`src/rtl/usb_serial_in_ep_buf.sv`:
```
// usb_serial_in_ep_buf
// Bulk IN endpoint buffer. A show-ahead byte FIFO sits between a byte-stream
// producer and one IN-endpoint slot of the protocol engine. The buffer cuts the
// FIFO contents into packets of up to MAX_PKT bytes. A partial packet is sent
// when it has waited FLUSH_FRAMES SOFs or when flush is pulsed. When ZLP_EN is
// set, a zero-length packet follows a full-size packet that emptied the FIFO.
//
// Ports
//   clk, reset            system clock, synchronous active-high reset
//   usb_reset             bus reset from the protocol engine; aborts the packet
//   sof_valid             one-cycle pulse per received SOF
//   uart_in_*             producer byte stream (valid/ready)
//   flush                 pulse: send pending bytes without waiting for SOFs
//   in_ep_*               PE IN-endpoint buffer handshake and data
//   fifo_level            bytes currently buffered
//
// state    | meaning
// ---------+------------------------------------------------------------
// IDLE     | collecting bytes, waiting for a send condition
// REQ      | requesting the PE buffer, waiting for grant
// FILL     | writing pkt_len bytes into the PE buffer
// DONE     | one-cycle packet-complete strobe
// WAIT_ACK | packet handed off, waiting for the host ACK
module usb_serial_in_ep_buf #(
    parameter int DEPTH        = 64,
    parameter int MAX_PKT      = 64,
    parameter int FLUSH_FRAMES = 2,
    parameter bit ZLP_EN       = 1'b1
) (
    input  logic                       clk,
    input  logic                       reset,
    input  logic                       usb_reset,
    input  logic                       sof_valid,
    input  logic [7:0]                 uart_in_data,
    input  logic                       uart_in_valid,
    output logic                       uart_in_ready,
    input  logic                       flush,
    output logic                       in_ep_req,
    input  logic                       in_ep_grant,
    input  logic                       in_ep_data_free,
    output logic                       in_ep_data_put,
    output logic [7:0]                 in_ep_data,
    output logic                       in_ep_data_done,
    output logic                       in_ep_stall,
    input  logic                       in_ep_acked,
    output logic [$clog2(DEPTH):0]     fifo_level
);

    localparam int AW = $clog2(DEPTH);
    localparam int LW = AW + 1;
    localparam int PW = $clog2(MAX_PKT) + 1;
    localparam int CW = 4;

    typedef enum logic [2:0] {
        IDLE     = 3'd0,
        REQ      = 3'd1,
        FILL     = 3'd2,
        DONE     = 3'd3,
        WAIT_ACK = 3'd4
    } state_t;

    state_t          state_q, state_d;
    logic [7:0]      mem_q [DEPTH];
    logic [AW-1:0]   wr_ptr_q, rd_ptr_q;
    logic [LW-1:0]   level_q, level_d;
    logic [PW-1:0]   pkt_len_q, pkt_len_d;
    logic [PW-1:0]   sent_q, sent_d;
    logic [CW-1:0]   cnt_q, cnt_d;
    logic            zlp_q, zlp_d;
    logic            flushp_q, flushp_d;

    logic            push, pop, level_nz, data_trig, enter_req;
    logic [PW-1:0]   pkt_min;

    assign level_nz      = (level_q != '0);
    assign uart_in_ready = (level_q != LW'(DEPTH));
    assign push          = uart_in_valid & uart_in_ready;
    assign pop           = in_ep_data_put;
    assign in_ep_data    = mem_q[rd_ptr_q];
    assign in_ep_stall   = 1'b0;
    assign fifo_level    = level_q;

    assign pkt_min = (level_q >= LW'(MAX_PKT)) ? PW'(MAX_PKT) : level_q[PW-1:0];

    // A flush pulse counts immediately so the request goes out on the next cycle.
    assign data_trig = (level_q >= LW'(MAX_PKT))
                     | (level_nz & (cnt_q == CW'(FLUSH_FRAMES)))
                     | (level_nz & (flushp_q | flush));

    always_comb begin
        state_d         = state_q;
        pkt_len_d       = pkt_len_q;
        sent_d          = sent_q;
        zlp_d           = zlp_q;
        in_ep_req       = 1'b0;
        in_ep_data_put  = 1'b0;
        in_ep_data_done = 1'b0;
        case (state_q)
            IDLE: begin
                if (data_trig || zlp_q) begin
                    state_d   = REQ;
                    pkt_len_d = data_trig ? pkt_min : '0;
                    sent_d    = '0;
                end
            end
            REQ: begin
                in_ep_req = 1'b1;
                if (in_ep_grant) state_d = FILL;
            end
            FILL: begin
                in_ep_req = 1'b1;
                if (sent_q == pkt_len_q) begin
                    state_d = DONE;
                end else if (in_ep_grant && in_ep_data_free) begin
                    in_ep_data_put = 1'b1;
                    sent_d         = sent_q + PW'(1);
                end
            end
            DONE: begin
                in_ep_req       = 1'b1;
                in_ep_data_done = 1'b1;
                state_d         = WAIT_ACK;
            end
            WAIT_ACK: begin
                if (in_ep_acked) begin
                    state_d = IDLE;
                    zlp_d   = ZLP_EN && (pkt_len_q == PW'(MAX_PKT)) && !level_nz;
                end
            end
            default: state_d = IDLE;
        endcase
        // Bus reset aborts the packet; bytes already popped are lost.
        if (usb_reset) begin
            state_d         = IDLE;
            zlp_d           = 1'b0;
            in_ep_req       = 1'b0;
            in_ep_data_put  = 1'b0;
            in_ep_data_done = 1'b0;
        end
    end

    assign enter_req = (state_q == IDLE) && (state_d == REQ);

    always_comb begin
        level_d = level_q + LW'(push) - LW'(pop);

        cnt_d = cnt_q;
        if (usb_reset || ((state_d == IDLE) && (state_q != IDLE)) || (push && !level_nz)) begin
            cnt_d = '0;
        end else if ((state_q == IDLE) && sof_valid && level_nz
                     && (cnt_q != CW'(FLUSH_FRAMES))) begin
            cnt_d = cnt_q + CW'(1);
        end

        flushp_d = flushp_q;
        if (enter_req) begin
            flushp_d = 1'b0;
        end else if (flush && level_nz) begin
            flushp_d = 1'b1;
        end
    end

    always_ff @(posedge clk) begin
        if (reset) begin
            state_q   <= IDLE;
            wr_ptr_q  <= '0;
            rd_ptr_q  <= '0;
            level_q   <= '0;
            pkt_len_q <= '0;
            sent_q    <= '0;
            cnt_q     <= '0;
            zlp_q     <= 1'b0;
            flushp_q  <= 1'b0;
        end else begin
            state_q   <= state_d;
            level_q   <= level_d;
            pkt_len_q <= pkt_len_d;
            sent_q    <= sent_d;
            cnt_q     <= cnt_d;
            zlp_q     <= zlp_d;
            flushp_q  <= flushp_d;
            if (push) wr_ptr_q <= wr_ptr_q + AW'(1);
            if (pop)  rd_ptr_q <= rd_ptr_q + AW'(1);
        end
    end

    always_ff @(posedge clk) begin
        if (push) mem_q[wr_ptr_q] <= uart_in_data;
    end

endmodule

```
`config.mk`:
```
export PLATFORM = sky130hd
export DESIGN_NAME = usb_serial_in_ep_buf
export DESIGN_NICKNAME = d
export VERILOG_FILES = /design/src/rtl/usb_serial_in_ep_buf.sv
export SDC_FILE = /design/constraint.sdc
export NUM_CORES = 1
export LEC_CHECK = 0
export BUFFER_PORTS_ARGS = -buffer_cell sky130_fd_sc_hd__buf_2
export CORE_MARGIN = 2
export CORE_UTILIZATION = 45
export CTS_CLUSTER_DIAMETER = 120
export CTS_CLUSTER_SIZE = 24
export DETAILED_ROUTE_END_ITERATION = 6
export PLACE_DENSITY_LB_ADDON = 0.15
export SLEW_MARGIN = 20
export SYNTH_ARGS = -nofsm -noshare
export SYNTH_HDL_FRONTEND = slang
export SYNTH_SLANG_ARGS = --single-unit
```
`constraint.sdc`:
```
create_clock -name clk -period 5.3 [get_ports clk]
set_clock_uncertainty 0.2 [all_clocks]
set_input_delay 0.795 -clock clk [delete_from_list [all_inputs] [get_ports clk]]
set_output_delay 0.795 -clock clk [all_outputs]
set_load 0.01 [all_outputs]
```
==> results.py, run 1 <==
metrics = {
    "yosys": {
        "synth-seq-cells": 560,
        "synth_cell_type_count": 55,
        "synth-main-ff-cell": "edfxtp_1",
        "syn-num-nets": 1189,
        "ys_warn_count": 0,
        "ys_seq_area_share_pct": 73.6,
        "synth_xor_area_share_pct": 1.07,
        "synth-edff-count": 512,
        "synth_top_family_by_area": "multiplexers",
        "synthMuxAreaShare_pct": 15.3,
        "async_reset_ff_share_pct": 0,
        "yosys-top-cells-area": "edfxtp_1 (69%), mux4_2 (14%), dfxtp_1 (4.3%)",
        "synth_area_um2": 22200,
        "yosys.area_share.simple_pct": 4.30,
        "synthAdderAreaFrac_pct": 0.936,
        "synth-compound-area-share_pct": 2.93,
        "synth.largest_area_cell": "edfxtp_1",
        "avgSynthCellArea_um2": 19.2,
        "synth.top_cell.area_share_pct": 69.3,
        "syn_inst": 1156,
    },
    "final_layout": {
        "drive_above_1_share_pct": 20.0,
        "antenna_cells": 0,
        "fin_nets": 1216,
        "fin_util_pct": 48.8,
        "area_growth_pct": 7.44,
        "finalNonFillerCells": 1867,
    },
    "drt": {
        "wl_met3_um": 2780,
        "wl_met1_um": 21900,
        "drt_iter0_drc": 867,
        "via_per_inst": 5.70,
        "ant_nets": 0,
        "wire_per_inst_um": 25.8,
        "via_count": 10600,
        "totalWireLength_um": 48200,
        "met2_length_um": 22600,
        "top_layer": "met4",
        "drc": 0,
        "dr.pass1.iters": 5,
    },
    "setup_path": {
        "cp_slowest_stage_delay_ns": 0.66,
        "cp_slowest_cell": "dfxtp_4",
        "crit_type": "flop to primary output",
        "start_kind": "flop",
        "crit_path_end_kind": "primary output",
        "cp.arrival_ns": 3.39,
        "crit_required_ns": 4.30,
        "worst-path-max-fanout": 29,
        "worstPathCellList": "buf_4, mux4_2, mux2i_1, a221oi_1, o21ai_1, o31ai_1, buf_2",
    },
    "global_routing": {
        "grt_usage_pct": 19.2,
        "grt_pass1_vias": 10600,
        "grt_pass1_wl_um": 71000,
        "antenna_found_initial": 0,
        "grt_overflow": 0,
        "grt_max_degree": 65,
    },
    "timing": {
        "final.setup.tns_ns": 0,
        "worst_pin_slew_ns": 1.02,
        "fin_crit_ns": 4.39,
        "maxSlewHeadroom_pct": 32.0,
        "slew_violations": 0,
        "holdWs_ns": 0.300,
        "hold_viol_final": 0,
        "max_freq_mhz": 228,
        "finalWorstSetupSlack_ns": 0.912,
        "fin_crit_sh_pct": 82.8,
        "finalSetupViolCount": 0,
        "rsz0062_at_grt": "no",
    },
    "place": {
        "gp_congestion": 0.773,
        "placed_cells": 1818,
        "dp_hpwl_um": 29500,
        "post-place-ws_ns": 1.43,
        "portBuffers": 35,
    },
    "cts": {
        "cts_setup_buffers": 0,
        "clock-sinks": 560,
        "path_clk_slew_ns": 0.09,
        "tritoncts": "yes",
        "cts_buffer_depth": 3,
        "root_buffer": "clkbuf_16",
        "clk_latency_ns": 0.58,
        "cts_max_level": 1,
        "cts_hold_buffers": 0,
        "numCtsBuffers": 27,
        "post_cts_resized": 0,
    },
    "die": {
        "fp.dieH_um": 226,
        "design.portCount": 37,
        "core-area_um2": 48800,
        "dieWidth_um": 226,
        "die_area_um2": 51100,
        "start_util_pct": 45.4,
        "rows": 81,
    },
    "power": {
        "powerDensity_nw_per_um2": 328,
        "ir_worst_vdd_mv": 0.343,
        "p_leak_uw": 0.00712,
    },
    "hold_path": {
        "hp-class": "flop to flop",
    },
    "outcome": {
        "outcome": "completed",
    },
    "job": {
        "cap_viol_max_count": 0,
    },
}
-- layer usage --
layer,track usage (%),up-vias
li1,-,4679
met3,3.75,54
met5,0,-
met2,30.4,259
met4,3.59,0
met1,28.1,5649
-- flip-flops by register name, indices dropped and copies added (netlist names), 3 cells and up, named ones only --
signal / cells
state_q: 3
pkt_len_q: 7
fifo_level: 7
cnt_q: 4
wr_ptr_q: 6
mem_q: 512
sent_q: 7
rd_ptr_q: 6
-- final timing paths --
kind	slack (ns)	end	depth (start not counted)	from
min	0.30	pkt_len_q[5]	2	pkt_len_q[5]
min reg2reg	0.30	pkt_len_q[5]	2	pkt_len_q[5]
max reg2reg	1.52	mem_q[54][6]	9	fifo_level[2]
max	0.91	in_ep_data[4]	7	flop
-- cell families after synthesis --
| logic type | Yosys count |
|---|---|
| AOI/OAI and AO/OA | 103 |
| xor gates and xnor gates | 27 |
| adders and majority gates | 16 |
| buffers and inverters | 76 |
| DFF | 560 |
| muxes | 168 |
| other | 1 |
| and+or+nand+nor | 205 |
-- cells in the final DEF, fill, tap and decap left out, types with 5 or more instances in the layout --
| cell type | count |
|---|---|
| nor3_1 | 8 |
| buf_4 | 23 |
| nand3_1 | 14 |
| clkbuf_1 | 20 |
| xor2_1 | 22 |
| nor2b_1 | 8 |
| mux4_2 | 136 |
| nand2b_1 | 5 |
| a21oi_1 | 21 |
| buf_2 | 33 |
| clkbuf_16 | 27 |
| nor2_1 | 112 |
| nand4_1 | 5 |
| o22ai_1 | 9 |
| inv_1 | 16 |
| o31ai_1 | 6 |
| mux2i_1 | 28 |
| a211oi_1 | 8 |
| edfxtp_1 | 512 |
| o21ai_0 | 15 |
| xnor2_1 | 5 |
| ha_1 | 15 |
| nand2_1 | 27 |
| o21ai_1 | 15 |
| dfxtp_1 | 45 |
| a22oi_1 | 13 |
-- worst max-delay path, delay by kind of cell, from the launching register on --
family,cells,cell delay (ns)
buf+inv,2,0.65
flops,1,0.66
compound gates,3,0.55
mux,2,0.91
-- synth_stat cells (4+ instances only) --
cell type,instances
and3_1,4
xor2_1,22
o21ai_0,15
buf_4,7
nor3_1,8
mux4_2,136
o21ai_1,15
nand2_1,27
nand2b_1,5
o22ai_1,9
dfxtp_1,48
ha_1,15
o31ai_1,6
nand3_1,14
nor2_1,112
clkbuf_1,18
buf_1,6
nand4_1,5
a22oi_1,13
xnor2_1,5
and2_1,4
nor2b_1,8
edfxtp_1,512
buf_2,19
mux2_2,4
buf_6,10
mux2i_1,28
a211oi_1,8
nand3b_1,4
inv_1,16
a21oi_1,21
-- layout make-up --
cell class / count / area [µm²]
clock inverters: 1 / 16.3
repair buffers: 58 / 378
well taps: 664 / 831
inverters: 16 / 60.1
flip-flops and latches: 560 / 16300
multi-input cells: 520 / 5440
fillers: 4084 / 25000
clock buffers: 48 / 764
-- stage by stage --
stage	instance area, µm²	total power [µW]
5_1_grt	23800	8100
3_3_place_gp	23100	5610
6_report	23800	7830
3_5_place_dp	23100	5610
4_1_cts	23800	7900
2_1_floorplan	22200	5380
-- power by group --
part	total, µW	internal, µW	leakage, µW	switching [µW]
Combinational	572	206	0.00176	367
Clock	2330	992	0.000371	1340
Sequential	4930	4880	0.00500	51.1
Total	7830	6070	0.00712	1760
Power figures use the tool's default switching activity.
==> run 2, diff against run 1 <==
clock period = 4.2 ns   (was 5.3 ns; I/O delays follow)
==> run 2 against run 1 <==
  * Register-to-register slack worse by 0.86 ns
  * Final area up 2.1%
  * Wire length up 2.0%
  * Sequential cell count unchanged
  * Final cell count up 3.2%
  * Die area unchanged
  * Utilization up 1.0 points
  * Worst setup slack worse by 0.74 ns
  * Worst hold slack worse by 0.16 ns
  * Clock power up 23%
  * Total power up 25%
==> results.py, run 2 (synthesized netlist as in run 1, its figures left out) <==
metrics = {
    "outcome": {
        "outcome": "completed",
    },
    "final_layout": {
        "layout_common_cells": "edfxtp_1 (512), mux4_2 (136), nor2_1 (112), buf_4 (92), dfxtp_1 (45)",
        "drive_above_1_share_pct": 24.7,
        "nFillCells": 4062,
        "antenna_cells": 0,
        "layout_commonest_cell": "edfxtp_1",
        "largest_register_ffs": 512,
        "top_register": "mem_q",
        "fin_nets": 1287,
        "fin_area_um2": 24300,
        "area_growth_pct": 9.72,
    },
    "setup_path": {
        "cp_slowest_cell": "o31ai_1",
        "worst-path-max-fanout": 19,
        "cp_slowest_stage_delay_ns": 0.57,
        "crit_required_ns": 3.37,
        "cp.arrival_ns": 3.20,
        "crit_path_end_kind": "primary output",
        "worstPathCellList": "buf_4, buf_4, mux4_2, mux2i_1, nand2_1, o21ai_0, o31ai_1, buf_2",
        "crit_type": "flop to primary output",
        "regToRegSetupSlack_ns": 0.66,
        "start_kind": "flop",
        "rr_startpoint": "fifo_level[2]",
        "path_common_cell": "buf_4",
    },
    "timing": {
        "maxSlewHeadroom_pct": 40.7,
        "fin_crit_ns": 4.03,
        "fin_crit_sh_pct": 95.9,
        "worst_pin_slew_ns": 0.885,
        "rsz0062_at_grt": "no",
        "final.setup.tns_ns": 0,
        "hold_viol_final": 0,
        "slew_violations": 0,
        "finalSetupViolCount": 0,
        "max_freq_mhz": 248,
    },
    "drt": {
        "totalWireLength_um": 49200,
        "via_per_inst": 5.63,
        "via_count": 10800,
        "dr.pass1.iters": 5,
        "drc": 0,
        "wire_per_inst_um": 25.5,
        "drt_iter0_drc": 881,
        "ant_nets": 0,
    },
    "die": {
        "start_util_pct": 45.4,
        "rows": 81,
        "dieWidth_um": 226,
        "fp.dieH_um": 226,
        "design.portCount": 37,
        "die_area_um2": 51100,
        "core-area_um2": 48800,
    },
    "power": {
        "powerDensity_nw_per_um2": 403,
        "swShare_pct": 22.4,
        "p_int_uw": 7620,
        "p_leak_uw": 0.00750,
        "combinationalPowerShare_pct": 7.5,
        "ir_worst_vdd_mv": 0.318,
        "power.switching_uw": 2200,
        "power.share.clock_pct": 29.2,
        "seqPwrFrac_pct": 63.3,
    },
    "place": {
        "dp_hpwl_um": 31500,
        "gp_congestion": 0.774,
        "portBuffers": 35,
        "post_dp_cell_area_um2": 23500,
    },
    "cts": {
        "cts_buffer_depth": 3,
        "numCtsBuffers": 27,
        "clock-sinks": 560,
        "path_clk_slew_ns": 0.10,
        "clk_latency_ns": 0.58,
        "cts_max_level": 1,
        "tritoncts": "yes",
        "root_buffer": "clkbuf_16",
    },
    "global_routing": {
        "grt_usage_pct": 19.7,
        "grt_overflow": 0,
        "grt_max_degree": 65,
        "antenna_found_initial": 0,
        "grt_pass1_wl_um": 73300,
        "grt_pass1_vias": 11100,
    },
    "hold_path": {
        "hp-class": "input pin to flop",
        "min_from": "usb_reset",
    },
    "job": {
        "cap_viol_max_count": 0,
    },
}
==> run 2: changes by cell type in the layout (fill, tap and decap cells not counted) <==
cell      before  now
buf_6          0    1
mux2i_2        0    1
mux2i_1       28   27
inv_6          0    1
clkbuf_1      20    9
buf_12         2    3
buf_4         23   92
clkbuf_8       1    0
==> run 2: final timing paths <==
| path | endpoint | depth (start not counted) |
|---|---|---|
| worst min-delay path | zlp_q | 2 |
| worst min register to register | pkt_len_q[5] | 2 |
| worst max-delay path | in_ep_data[4] | 8 |
| worst max register to register | mem_q[14][5] | 10 |
==> run 2: timing repair <==
action,in CTS,in global routing
resized for setup,0,2
setup buffers,0,12
hold endpoints to repair,0,0
endpoints found under the setup margin,0,6
hold buffers,0,0
==> run 2: worst max-delay path, delay by kind of cell (launching register included) <==
| kind | cells | cell delay, ns |
|---|---|---|
| buf+inv | 3 | 1.00 |
| compound gates | 2 | 0.65 |
| flops | 1 | 0.55 |
| mux | 2 | 0.33 |
| simple gates | 1 | 0.06 |
==> run 2: cell type report <==
| type | instances | area [µm²] | share of cell area (%) |
|---|---|---|---|
| clock buffers | 36 | 709 | 2.91 |
| clock inverters | 2 | 25.0 | 0.103 |
| inverters | 16 | 60.1 | 0.247 |
| multi-input cells | 520 | 5440 | 22.4 |
| flip-flops and latches | 560 | 16300 | 67.2 |
| well taps | 664 | 831 | 3.41 |
| repair buffers | 129 | 927 | 3.81 |
==> run 2: stage by stage <==
stage	worst slack [ns]	total power, µW	cells	util, %	hold slack (ns)
6_report	0.170	9820	1927	49.8	0.137
5_1_grt	0.0226	10200	1927	49.8	0.148
4_1_cts	0.0527	9900	1915	49.6	0.110
3_5_place_dp	0.557	7090	1877	48.1	0.275
3_3_place_gp	0.685	7080	1877	48.1	0.274
2_1_floorplan	0.827	6780	1156	-	0.256
==> run 2: power groups by stage <==
stage / sequential [µW] / combinational [µW] / clock, µW
global placement: 6340 / 740 / 0
global route: 6230 / 834 / 3120
floorplan: 6340 / 446 / 0
finish: 6220 / 736 / 2870
detailed placement: 6350 / 745 / 0
CTS: 6220 / 746 / 2930
==> run 2: metal layers <==
layer / up-vias / part of all wire (%) / track usage [%]
met4: 0 / 1.7 / 4.03
met3: 46 / 4.9 / 2.49
met1: 5720 / 45 / 28.7
met2: 260 / 49 / 32.4
li1: 4814 / - / -
met5: - / 0 / 0
